$ cat src/rtl/mealy_seq_decoder_pkg.sv
// Shared definitions for the two-state Mealy serial line code.
// The encoder (transmit side) and the decoder (receive side) both use this package.
package mealy_seq_decoder_pkg;

    // Line-code state. S0 passes bits through. S1 inverts the next bit.
    typedef enum logic {
        S0 = 1'b0,
        S1 = 1'b1
    } dec_state_e;

    // Default decoded word width.
    localparam int DEFAULT_WIDTH = 8;

    // Output map of the code. It is its own inverse: applied to an encoded
    // bit in the same state, it recovers the raw bit.
    function automatic logic mealy_out(input dec_state_e s, input logic b);
        return (s == S1) ? ~b : b;
    endfunction

    // State transition, driven by the raw (unencoded) bit.
    // A 1 in S0 moves to S1. S1 always returns to S0.
    function automatic dec_state_e mealy_next(input dec_state_e s, input logic raw_bit);
        return (s == S0 && raw_bit) ? S1 : S0;
    endfunction

endpackage

$ cat src/rtl/mealy_bit_decoder.sv
// One-bit Mealy decoder: it tracks the remote encoder's state and recovers each raw bit.
// Built in three processes: state register, next-state logic and output logic.
module mealy_bit_decoder
    import mealy_seq_decoder_pkg::*;
(
    input  logic clk,
    input  logic reset,
    input  logic din,
    input  logic din_valid,
    input  logic frame_start,
    output logic dout,
    output logic dout_valid
);

    dec_state_e state_q;
    dec_state_e state_d;
    dec_state_e eff_state;

    // frame_start realigns the decode in the same cycle, so the incoming bit decodes in S0.
    assign eff_state = frame_start ? S0 : state_q;

    // State register. Reset takes effect immediately and decoding restarts in S0.
    always_ff @(posedge clk or posedge reset) begin
        if (reset) state_q <= S0;
        else       state_q <= state_d;
    end

    // Next state. The remote encoder advanced on the raw bit, which is the
    // recovered dout. Idle cycles hold the state, except that frame_start still realigns it.
    always_comb begin
        state_d = state_q;
        if (frame_start) state_d = S0;
        if (din_valid)   state_d = mealy_next(eff_state, dout);
    end

    // Output logic. dout is forced low whenever no bit is present.
    always_comb begin
        dout       = 1'b0;
        dout_valid = din_valid;
        if (din_valid) dout = mealy_out(eff_state, din);
    end

endmodule

$ cat src/rtl/mealy_seq_decoder.sv
// Serial Mealy line decoder with word deserialiser and a valid/ready holding register.
// The first received bit of each word lands in word[0]. When a completed word
// finds the holding register full and not draining, the word is dropped and the
// sticky overrun flag is set.
module mealy_seq_decoder
    import mealy_seq_decoder_pkg::*;
#(
    parameter  int WIDTH = DEFAULT_WIDTH,
    localparam int CNT_W = $clog2(WIDTH)
) (
    input  logic             clk,
    input  logic             reset,
    input  logic             din,
    input  logic             din_valid,
    input  logic             frame_start,
    output logic             dout,
    output logic             dout_valid,
    output logic [WIDTH-1:0] word,
    output logic             word_valid,
    input  logic             word_ready,
    output logic             overrun,
    input  logic             ovr_clr
);

    localparam logic [CNT_W-1:0] LAST_IDX = CNT_W'(WIDTH - 1);

    logic             bit_dout;
    logic [CNT_W-1:0] cnt_q, cnt_d, eff_cnt;
    logic [WIDTH-1:0] shreg_q, shreg_d, done_val;
    logic             word_done;
    logic [WIDTH-1:0] word_q, word_d;
    logic             word_valid_q, word_valid_d;
    logic             overrun_q, overrun_d;
    logic             xfer, load, drop;

    mealy_bit_decoder u_bit_dec (
        .clk         (clk),
        .reset       (reset),
        .din         (din),
        .din_valid   (din_valid),
        .frame_start (frame_start),
        .dout        (bit_dout),
        .dout_valid  (dout_valid)
    );

    assign dout = bit_dout;

    // A realigned bit is bit 0 of a fresh word. Whatever partial word was in
    // the shift register is discarded rather than merged.
    assign eff_cnt = frame_start ? '0 : cnt_q;

    // Deserialiser. done_val is the shift register with the current bit
    // merged in, so a completed word is available in the cycle of its last bit.
    always_comb begin
        cnt_d     = cnt_q;
        shreg_d   = shreg_q;
        done_val  = frame_start ? '0 : shreg_q;
        word_done = 1'b0;
        if (frame_start) begin
            cnt_d   = '0;
            shreg_d = '0;
        end
        if (din_valid) begin
            done_val[eff_cnt] = bit_dout;
            if (eff_cnt == LAST_IDX) begin
                word_done = 1'b1;
                cnt_d     = '0;
                shreg_d   = '0;
            end else begin
                cnt_d   = eff_cnt + CNT_W'(1);
                shreg_d = done_val;
            end
        end
    end

    // Holding register and overrun. A load in the same cycle as a transfer
    // gives back-to-back words. A new overrun wins over ovr_clr.
    always_comb begin
        xfer         = word_valid_q & word_ready;
        load         = word_done & (~word_valid_q | word_ready);
        drop         = word_done & ~load;
        word_d       = word_q;
        word_valid_d = word_valid_q;
        overrun_d    = overrun_q;
        if (load) begin
            word_d       = done_val;
            word_valid_d = 1'b1;
        end else if (xfer) begin
            word_valid_d = 1'b0;
        end
        if (drop)         overrun_d = 1'b1;
        else if (ovr_clr) overrun_d = 1'b0;
    end

    // Deserialiser state. Reset drops any partial word.
    always_ff @(posedge clk or posedge reset) begin
        if (reset) begin
            cnt_q   <= '0;
            shreg_q <= '0;
        end else begin
            cnt_q   <= cnt_d;
            shreg_q <= shreg_d;
        end
    end

    // Output holding register and sticky overrun flag.
    always_ff @(posedge clk or posedge reset) begin
        if (reset) begin
            word_q       <= '0;
            word_valid_q <= 1'b0;
            overrun_q    <= 1'b0;
        end else begin
            word_q       <= word_d;
            word_valid_q <= word_valid_d;
            overrun_q    <= overrun_d;
        end
    end

    assign word       = word_q;
    assign word_valid = word_valid_q;
    assign overrun    = overrun_q;

endmodule

$ cat config.mk
export PLATFORM = sky130hd
export DESIGN_NAME = mealy_seq_decoder
export DESIGN_NICKNAME = d
export VERILOG_FILES = /design/src/rtl/mealy_seq_decoder_pkg.sv /design/src/rtl/mealy_bit_decoder.sv /design/src/rtl/mealy_seq_decoder.sv
export SDC_FILE = /design/constraint.sdc
export NUM_CORES = 1
export LEC_CHECK = 0
export BUFFER_PORTS_ARGS = -buffer_cell sky130_fd_sc_hd__buf_4
export CELL_PAD_IN_SITES_DETAIL_PLACEMENT = 1
export CELL_PAD_IN_SITES_GLOBAL_PLACEMENT = 1
export CORE_ASPECT_RATIO = 0.75
export CORE_MARGIN = 2
export CORE_UTILIZATION = 39
export CTS_BUF_LIST = sky130_fd_sc_hd__clkbuf_4 sky130_fd_sc_hd__clkbuf_8
export DETAILED_ROUTE_END_ITERATION = 16
export PLACE_DENSITY_LB_ADDON = 0.12
export SLEW_MARGIN = 20
export SYNTH_ARGS = -nofsm -noshare
export SYNTH_HDL_FRONTEND = slang
export SYNTH_SLANG_ARGS = --single-unit
$ cat constraint.sdc
create_clock -name clk -period 1.35 [get_ports clk]
set_input_delay 0 -clock clk [delete_from_list [all_inputs] [get_ports clk]]
set_output_delay 0 -clock clk [all_outputs]
set_load 0.02 [all_outputs]
After elaboration in Yosys (flattened, before gate mapping)
Cells that the tools add are included.

Register bits: 22. Bits of input ports: 7. Output and inout bits: 12.

Add/sub/neg operators: 1. $lt $le $gt $ge: 2. Equality and inequality tests: 1. Mux-type cells: 21. Bitwise logic cells: 8. Reductions and logical operators: 4.

Operators by type and width (number): two-way mux 8 bit (4); two-way mux 1 bit (12); two-way mux 3 bit (3); bitwise mux 8 bit (1); < comparator 3 x 4 -> 1 bit (second input constant) (1); inverter 1 bit (4); nonzero test 2 bit (2); adder 3 x 1 -> 3 bit (second input constant) (1); bitwise AND 1 bit (3); demux 1 bit (select 3 bit) (1); equality test 3 bit (second input constant) (1); >= comparator 3 x 1 -> 1 bit (second input constant) (1); logical AND 1 bit (2); OR 1 bit (1).

Logic depth before layout (Yosys ltp)
Gate-level depths: netlist (run 1).

Depth after elaboration: 8. Depth in mapped cells: 6. Depth with buffers taken out: 4.

Hierarchy
Synthesis (run 1) repeated with hierarchy kept, for this count alone.

Cell total of the unflattened synthesis: 97. Area total of the unflattened synthesis: 1107.3 um2.

By module, submodules not included: mealy_seq_decoder (times used 1, cells each 89, area an instance 1027.2 um2, seq. area each 500.5 um2); mealy_bit_decoder (times used 1, cells each 8, area an instance 80.1 um2, seq. area each 25.0 um2).

Worst setup path before layout (run 1)
OpenSTA, ideal clock, no wires.

Path type: register -> register. Start: reg cnt_q[1]. End: reg word_q[0], in the netlist word[0]. Library setup time: 0.125 ns. Arrival: 1.241 ns. Setup slack: -0.015 ns. Stages on the path, launching flop included: 5. Cells stage by stage: dfrtp_1 -> buf_2 -> nand3_2 -> nor3b_4 -> mux2_2.

Longest elaborated chain between the ends: 7. Elaborated cells between the ends (all ways): 12. Classes of those cells: 2 x order compare; 1 x eq/ne; 7 x mux; 1 x bitwise; 1 x reduce/logical.

RTL lines: from (decl) (line mealy_seq_decoder.sv:28) `logic [CNT_W-1:0] cnt_q, cnt_d, eff_cnt;`; from (signal assigned) (line mealy_seq_decoder.sv:101) `cnt_q <= cnt_d;`; two-way mux 3 bit (*); < comparator 3 x 4 -> 1 bit (implied by the code) or >= comparator 3 x 1 -> 1 bit (tied branches) (line mealy_seq_decoder.sv:64) `done_val[eff_cnt] = bit_dout;`; logical AND 1 bit (implied by the code) (line mealy_seq_decoder.sv:64); two-way mux 1 bit (implied by the code) (line mealy_seq_decoder.sv:64); demux 1 bit (select 3 bit) (line mealy_seq_decoder.sv:64); bitwise mux 8 bit (line mealy_seq_decoder.sv:64); two-way mux 8 bit (line mealy_seq_decoder.sv:63) `if (din_valid) begin`; to (signal assigned) (line mealy_seq_decoder.sv:113) `word_q <= word_d;`; to (decl) (line mealy_seq_decoder.sv:31) `logic [WIDTH-1:0] word_q, word_d;`.

Every way passes the cells marked *; elsewhere a longest branch is shown, timed or not. A chain may end at the register's enable or synchronous reset.

Final worst setup path (run 1)
Start: reg u_bit_dec.state_q. End: out dout.

Longest elaborated chain between the ends: 3.

RTL lines: from (decl) (line mealy_bit_decoder.sv:15) `dec_state_e state_q;`; from (signal assigned) (line mealy_bit_decoder.sv:25) `else state_q <= state_d;`; two-way mux 1 bit; two-way mux 1 bit (line mealy_seq_decoder_pkg.sv:17) `return (s == S1) ? ~b : b;`; two-way mux 1 bit (line mealy_bit_decoder.sv:40) `if (din_valid) dout = mealy_out(eff_state, din);`; to (decl) (line mealy_seq_decoder.sv:16) `output logic dout,`.

Every way passes these cells.

==> results.sh, run 1 <==
export IMPL_clock_path_buffers=2
export IMPL_routed_wl_mm=2.71
export IMPL_total_power_mw=1.33
export IMPL_period_needed_ns=1.33
export IMPL_hold_path_class="input pin to flip-flop"
export IMPL_cts_tree="built"
export IMPL_drtAntennaViolNets=0
export IMPL_yosysWarnings=0
export IMPL_hold_viol_final=0
export IMPL_critPathMaxFanout=3
export IMPL_drt_iter0_drc=10
export IMPL_die_h_um=48.0
export IMPL_diodes=0
export IMPL_drive_above_1_share_pct=41.3
export IMPL_setup_viol=0
export IMPL_htreeDepth=1
export IMPL_switching_share_pct=30.4
export IMPL_clock_latency_ns=0.31
export IMPL_die_area_um2=3000
export IMPL_min_period_over_period_pct=98.8
export IMPL_grt_overflow=0
export IMPL_syn_avg_cell_area_um2=9.95
export IMPL_path_clk_slew_ns=0.12
export IMPL_ys_ff_latch=21
export IMPL_seqPwrFrac_pct=53.1
export IMPL_clock_sinks=21
export IMPL_power_net_switching_uw=403
export IMPL_hpwl_mm=1.73
export IMPL_path_class="flip-flop to output pin"
export IMPL_netlist_area_um2=1000
export IMPL_worst_ir_drop_vdd_mv=0.639
export IMPL_ff2ff_path_depth=4
export IMPL_worst_slew_pin_slew_ns=0.314
export IMPL_slew_headroom_pct=78.9
export IMPL_wl_per_cell_um=15.8
export IMPL_clock_power_share_pct=23.6
export IMPL_cp_required_ns=1.35
export IMPL_die_w_um=62.6
export IMPL_grt_pass1_vias=876
export IMPL_intPower_uw=925
export IMPL_syn_inst=101
export IMPL_cp_end_kind="output pin"
export IMPL_cp_arrival_ns=1.33
export IMPL_start_kind="flip-flop"
export IMPL_gp_congestion=0.796
export IMPL_place_port_buffers=18
export IMPL_synth_distinct_cells=27
export IMPL_area_delta_synth_final_pct=41.2
export IMPL_drtPass1Iterations=4
export IMPL_start_util_pct=42.5
export IMPL_num_rows=15
export IMPL_maxCapViolCount=0
export IMPL_endpoint="dout"
export IMPL_vias=878
export IMPL_grt_max_degree=22
export IMPL_nNetsFinal=146
export IMPL_grt_setup_unrepaired="true"
export IMPL_p_per_area_nw_per_um2=936
export IMPL_fmax_ghz=0.750
export IMPL_status="finished, final reports clean"
export IMPL_fin_skew_ns=0.00433
export IMPL_timing_rr_start="cnt_q[1]"
export IMPL_p_leak_nw=0.659
export IMPL_yosysSeqAreaShare_pct=52.3
export IMPL_cts_buffers=3
export IMPL_core_um2=2360
export IMPL_slew_viol_final=0
export IMPL_grt_pass1_wl_mm=4.13
export IMPL_grt_antenna_before_repair=0
export IMPL_worst_r2r_endpoint="word[3]"
export IMPL_syn_num_nets=108
export IMPL_cts_root_buffer="clkbuf_4"
export IMPL_grtUsageTotal_pct=18.9
export IMPL_rrSetupSlack_ns=0.02
export IMPL_drc=0
export IMPL_whs_ns=0.124
export IMPL_num_io_pins=19
export IMPL_startpoint="u_bit_dec.state_q"
export IMPL_combPwrFrac_pct=23.3
export IMPL_via_per_inst=5.10
-- metal layers --
metal  share of wire [%]  wire length (um)  track usage [%]
met5                   0                 0                0
met4                 3.3                89             7.11
met3                 5.9               159             5.41
met2                  47              1260             33.5
met1                  44              1200             23.0
-- layout make-up --
cell class              instances  area [um2]
inverters                       6        22.5
clock inverters                 1        5.00
well taps                      34        42.5
fillers                       281         946
multi-input cells              68         478
repair buffers                 39         319
clock buffers                   3        22.5
flip-flops and latches         21         529
-- power by group through the flow --
stage | Sequential [mW] | Clock [mW] | Combinational [mW]
final | 0.705 | 0.314 | 0.309
after global placement | 0.707 | 0 | 0.264
after floorplan | 0.719 | 0 | 0.149
after global routing | 0.712 | 0.349 | 0.335
after detailed placement | 0.712 | 0 | 0.270
after CTS | 0.700 | 0.320 | 0.291
-- registers in the layout, summed over array words and instances, names as in the netlist --
name,flops
u_bit_dec.state_q,1
cnt_q,3
word_valid,1
shreg_q,7
overrun,1
word,8
-- logic make-up after synthesis --
logic type,Yosys count,share of synthesized area (%)
simple gates,39,20.5
mux,2,2.24
flops,21,52.3
xor+xnor,5,4.36
buf+inv,12,5.98
compound gates,22,14.6
-- worst min-delay path by stage --
stage / to / start / cells after the start / slack, ns
detailed placement: word[7] / reset / 3 / 0.06
CTS: cnt_q[0] / frame_start / 3 / 0.12
global placement: word[7] / reset / 3 / 0.05
floorplan: cnt_q[0] / reset / 1 / -0.02
finish: cnt_q[0] / frame_start / 3 / 0.12
global route: cnt_q[0] / frame_start / 3 / 0.12
-- Yosys cell counts --
master / n / share of area, %
buf_2: 3 / 1.5
nor2b_1: 3 / 1.9
clkbuf_1: 1 / 0.37
buf_6: 1 / 1.1
o21a_1: 1 / 0.75
nor3_1: 3 / 1.5
buf_4: 1 / 0.75
nand2_1: 2 / 0.75
a21oi_2: 4 / 3.5
a21oi_1: 9 / 4.5
nand2b_1: 6 / 3.7
or2_2: 1 / 0.62
a311oi_1: 4 / 3.5
mux2_2: 2 / 2.2
nand3_2: 1 / 1.0
a31oi_1: 2 / 1.2
xnor2_1: 2 / 1.7
nor2_1: 18 / 6.7
nand3_1: 2 / 1.0
nor3b_4: 1 / 1.9
nor3b_1: 1 / 0.75
o22ai_1: 1 / 0.62
inv_1: 6 / 2.2
xor2_1: 3 / 2.6
o21ai_0: 1 / 0.50
and2b_1: 1 / 0.75
dfrtp_1: 21 / 52
-- through the flow --
step / setup TNS, ns / instance area (um2) / util [%] / instances / setup slack, ns
2_1_floorplan: 0 / 1010 / - / 101 / 0.00461
3_3_place_gp: 0 / 1230 / 52.2 / 158 / 0.0613
3_5_place_dp: 0 / 1230 / 52.2 / 158 / 0.0207
4_1_cts: 0 / 1340 / 56.7 / 169 / 0.000800
5_1_grt: -0.0865 / 1420 / 60.0 / 172 / -0.0585
6_report: 0 / 1420 / 60.0 / 172 / 0.0162
-- timing repair --
action / 4_1_cts / 5_1_grt
setup buffers: 2 / 2
hold endpoints to repair: 28 / 0
pin swaps: 2 / 3
hold buffers: 6 / 0
resized for setup: 2 / 16
setup endpoints to repair: 3 / 16
cloned: 0 / 1
-- cells in the final DEF (no fill, tap or decap), drive strengths merged, types with 3 or more instances in the layout --
cell type and count:
a21oi 13, a311oi 4, buf 33, clkbuf 3, dfrtp 21, dlygate4sd3 6, inv 6, nand2b 6
nand3 3, nor2 18, nor2b 3, nor3 3, xor2 3
-- worst max-delay path, cell delays in order (launching register included) --
cell	delay, ns
dfrtp_1	0.43
nand2b_1	0.15
xor2_2	0.21
nor2b_1	0.07
buf_4	0.16
(Power assumes the default switching activity.)
==> inputs of run 2 (changes only) <==
--- a/config.mk
+++ b/config.mk
@@ -6,11 +6,8 @@
 export NUM_CORES = 1
 export LEC_CHECK = 0
 export BUFFER_PORTS_ARGS = -buffer_cell sky130_fd_sc_hd__buf_4
-export CELL_PAD_IN_SITES_DETAIL_PLACEMENT = 1
-export CELL_PAD_IN_SITES_GLOBAL_PLACEMENT = 1
-export CORE_ASPECT_RATIO = 0.75
 export CORE_MARGIN = 2
-export CORE_UTILIZATION = 39
+export CORE_UTILIZATION = 50
 export CTS_BUF_LIST = sky130_fd_sc_hd__clkbuf_4 sky130_fd_sc_hd__clkbuf_8
 export DETAILED_ROUTE_END_ITERATION = 16
 export PLACE_DENSITY_LB_ADDON = 0.12
==> results.sh, run 2 (synthesized netlist as in run 1, its figures left out) <==
export IMPL_layout_commonest_cell="buf_4"
export IMPL_slew_headroom_pct=77.0
export IMPL_dpl_cell_area_um2=1210
export IMPL_multi_input_area_um2=452
export IMPL_ff2ff_path_depth=4
export IMPL_cts_buffers=3
export IMPL_drive_above_1_share_pct=36.3
export IMPL_hpwl_mm=1.52
export IMPL_min_period_over_period_pct=97.4
export IMPL_whs_ns=0.112
export IMPL_worst_ir_drop_vdd_mv=0.728
export IMPL_cp_end_kind="output pin"
export IMPL_grt_setup_unrepaired="true"
export IMPL_seq_area_um2=529
export IMPL_tns_ns=0
export IMPL_slowest_delay_ns=0.42
export IMPL_vias=811
export IMPL_wl_per_cell_um=13.3
export IMPL_cp_arrival_ns=1.31
export IMPL_slowest_stage="dfrtp_1"
export IMPL_drt_met1_wl_um=992
export IMPL_core_um2=1920
export IMPL_via_per_inst=5.01
export IMPL_grt_overflow=0
export IMPL_area_delta_synth_final_pct=34.7
export IMPL_routed_wl_mm=2.16
export IMPL_drt_iter0_drc=24
export IMPL_highest_layer="met4"
export IMPL_start_util_pct=52.3
export IMPL_grtUsageTotal_pct=20.7
export IMPL_hold_path_class="input pin to flip-flop"
export IMPL_wl_met2_mm=1.05
export IMPL_grt_antenna_before_repair=0
export IMPL_crit_path_cell_trace="nand2b_1, xor2_2, nor2b_1, buf_4"
export IMPL_drtAntennaViolNets=0
export IMPL_critPathMaxFanout=3
export IMPL_clock_latency_ns=0.32
export IMPL_rrSetupSlack_ns=0.04
export IMPL_htreeDepth=1
export IMPL_wl_met3_um=66
export IMPL_die_h_um=48.8
export IMPL_path_clk_slew_ns=0.12
export IMPL_p_per_area_nw_per_um2=958
export IMPL_clock_path_buffers=2
export IMPL_period_needed_ns=1.31
export IMPL_cts_tree="built"
export IMPL_final_cell_area_um2=1350
export IMPL_maxCapViolCount=0
export IMPL_final_cell_mix="buf_4 (29), dfrtp_1 (18), nor2_1 (17)"
export IMPL_setup_viol=0
export IMPL_nNetsFinal=143
export IMPL_path_buf_inv=1
export IMPL_min_path_cells=3
export IMPL_fmax_ghz=0.761
export IMPL_critical_path_depth=4
export IMPL_start_kind="flip-flop"
export IMPL_worst_slew_pin_slew_ns=0.342
export IMPL_gp_congestion=0.817
export IMPL_die_w_um=48.8
export IMPL_fin_skew_ns=0.0111
export IMPL_p_leak_nw=0.632
export IMPL_hold_viol_final=0
export IMPL_drtPass1Iterations=4
export IMPL_num_rows=16
export IMPL_clock_sinks=21
export IMPL_drc=0
export IMPL_cp_required_ns=1.35
export IMPL_stdcell_count=162
export IMPL_slew_viol_final=0
export IMPL_fin_util_pct=70.4
export IMPL_dp_cells=149
export IMPL_status="finished, final reports clean"
export IMPL_num_io_pins=19
export IMPL_grt_max_degree=22
export IMPL_die_area_um2=2380
export IMPL_grt_pass1_wl_mm=3.75
export IMPL_filler_cell_count=159
export IMPL_crit_family="flip-flops"
export IMPL_grt_pass1_vias=818
export IMPL_cts_root_buffer="clkbuf_4"
export IMPL_path_class="flip-flop to output pin"
export IMPL_diodes=0
export IMPL_largest_reg_flops=8
export IMPL_place_port_buffers=18
## run 2: changes by cell type in the layout (fill, tap and decap cells not counted), sizes merged
cell	before	now
buf	33	30
## run 2: routing by layer
metal / vias up / track usage (%)
li1: 406 / -
met1: 378 / 29.5
met2: 22 / 31.3
met3: 5 / 2.76
met4: 0 / 10.0
met5: - / 0
## run 2: area by class of cell
class	count	share of cell area (%)
timing repair buffer	36	21.3
sequential	21	39.1
inverter	6	1.66
tap	27	2.50
clock buffer	3	1.66
multi-input combinational	68	33.4
clock inverter	1	0.370
## run 2: report_power, final
group          total (mW)  switching [mW]  internal [mW]
clock               0.311           0.200          0.111
sequential          0.708          0.0375          0.671
combinational       0.278           0.148          0.130
total                1.30           0.385          0.911
## run 2: worst paths after layout
path | startpoint | to
min | frame_start | cnt_q[0]
min in group asynchronous | reset | word[0]
max reg2reg | cnt_q[1] | word[3]
max | u_bit_dec.state_q | dout
min reg2reg | word[1] | word[1]
max in group asynchronous | reset | cnt_q[1]
## run 2: per-stage QoR
step	setup WS (ns)	power, mW
final	0.0352	1.30
after global routing	-0.0527	1.37
after CTS	0.0334	1.30
after detailed placement	0.0135	0.967
after global placement	0.0511	0.960
after floorplan	0.00461	0.868
## run 2: repair_timing
action                                  4_1_cts  5_1_grt
gates resized for setup                       4        5
hold endpoints to repair                     28        0
hold buffers                                  6        0
endpoints found under the setup margin        5       10
setup buffers                                 2        2
pin swaps                                     1        0
## run 2: worst min-delay path, cell delays in order
cell and delay [ns]:
buf_4 0.16, nand2b_4 0.18, xnor2_1 0.07
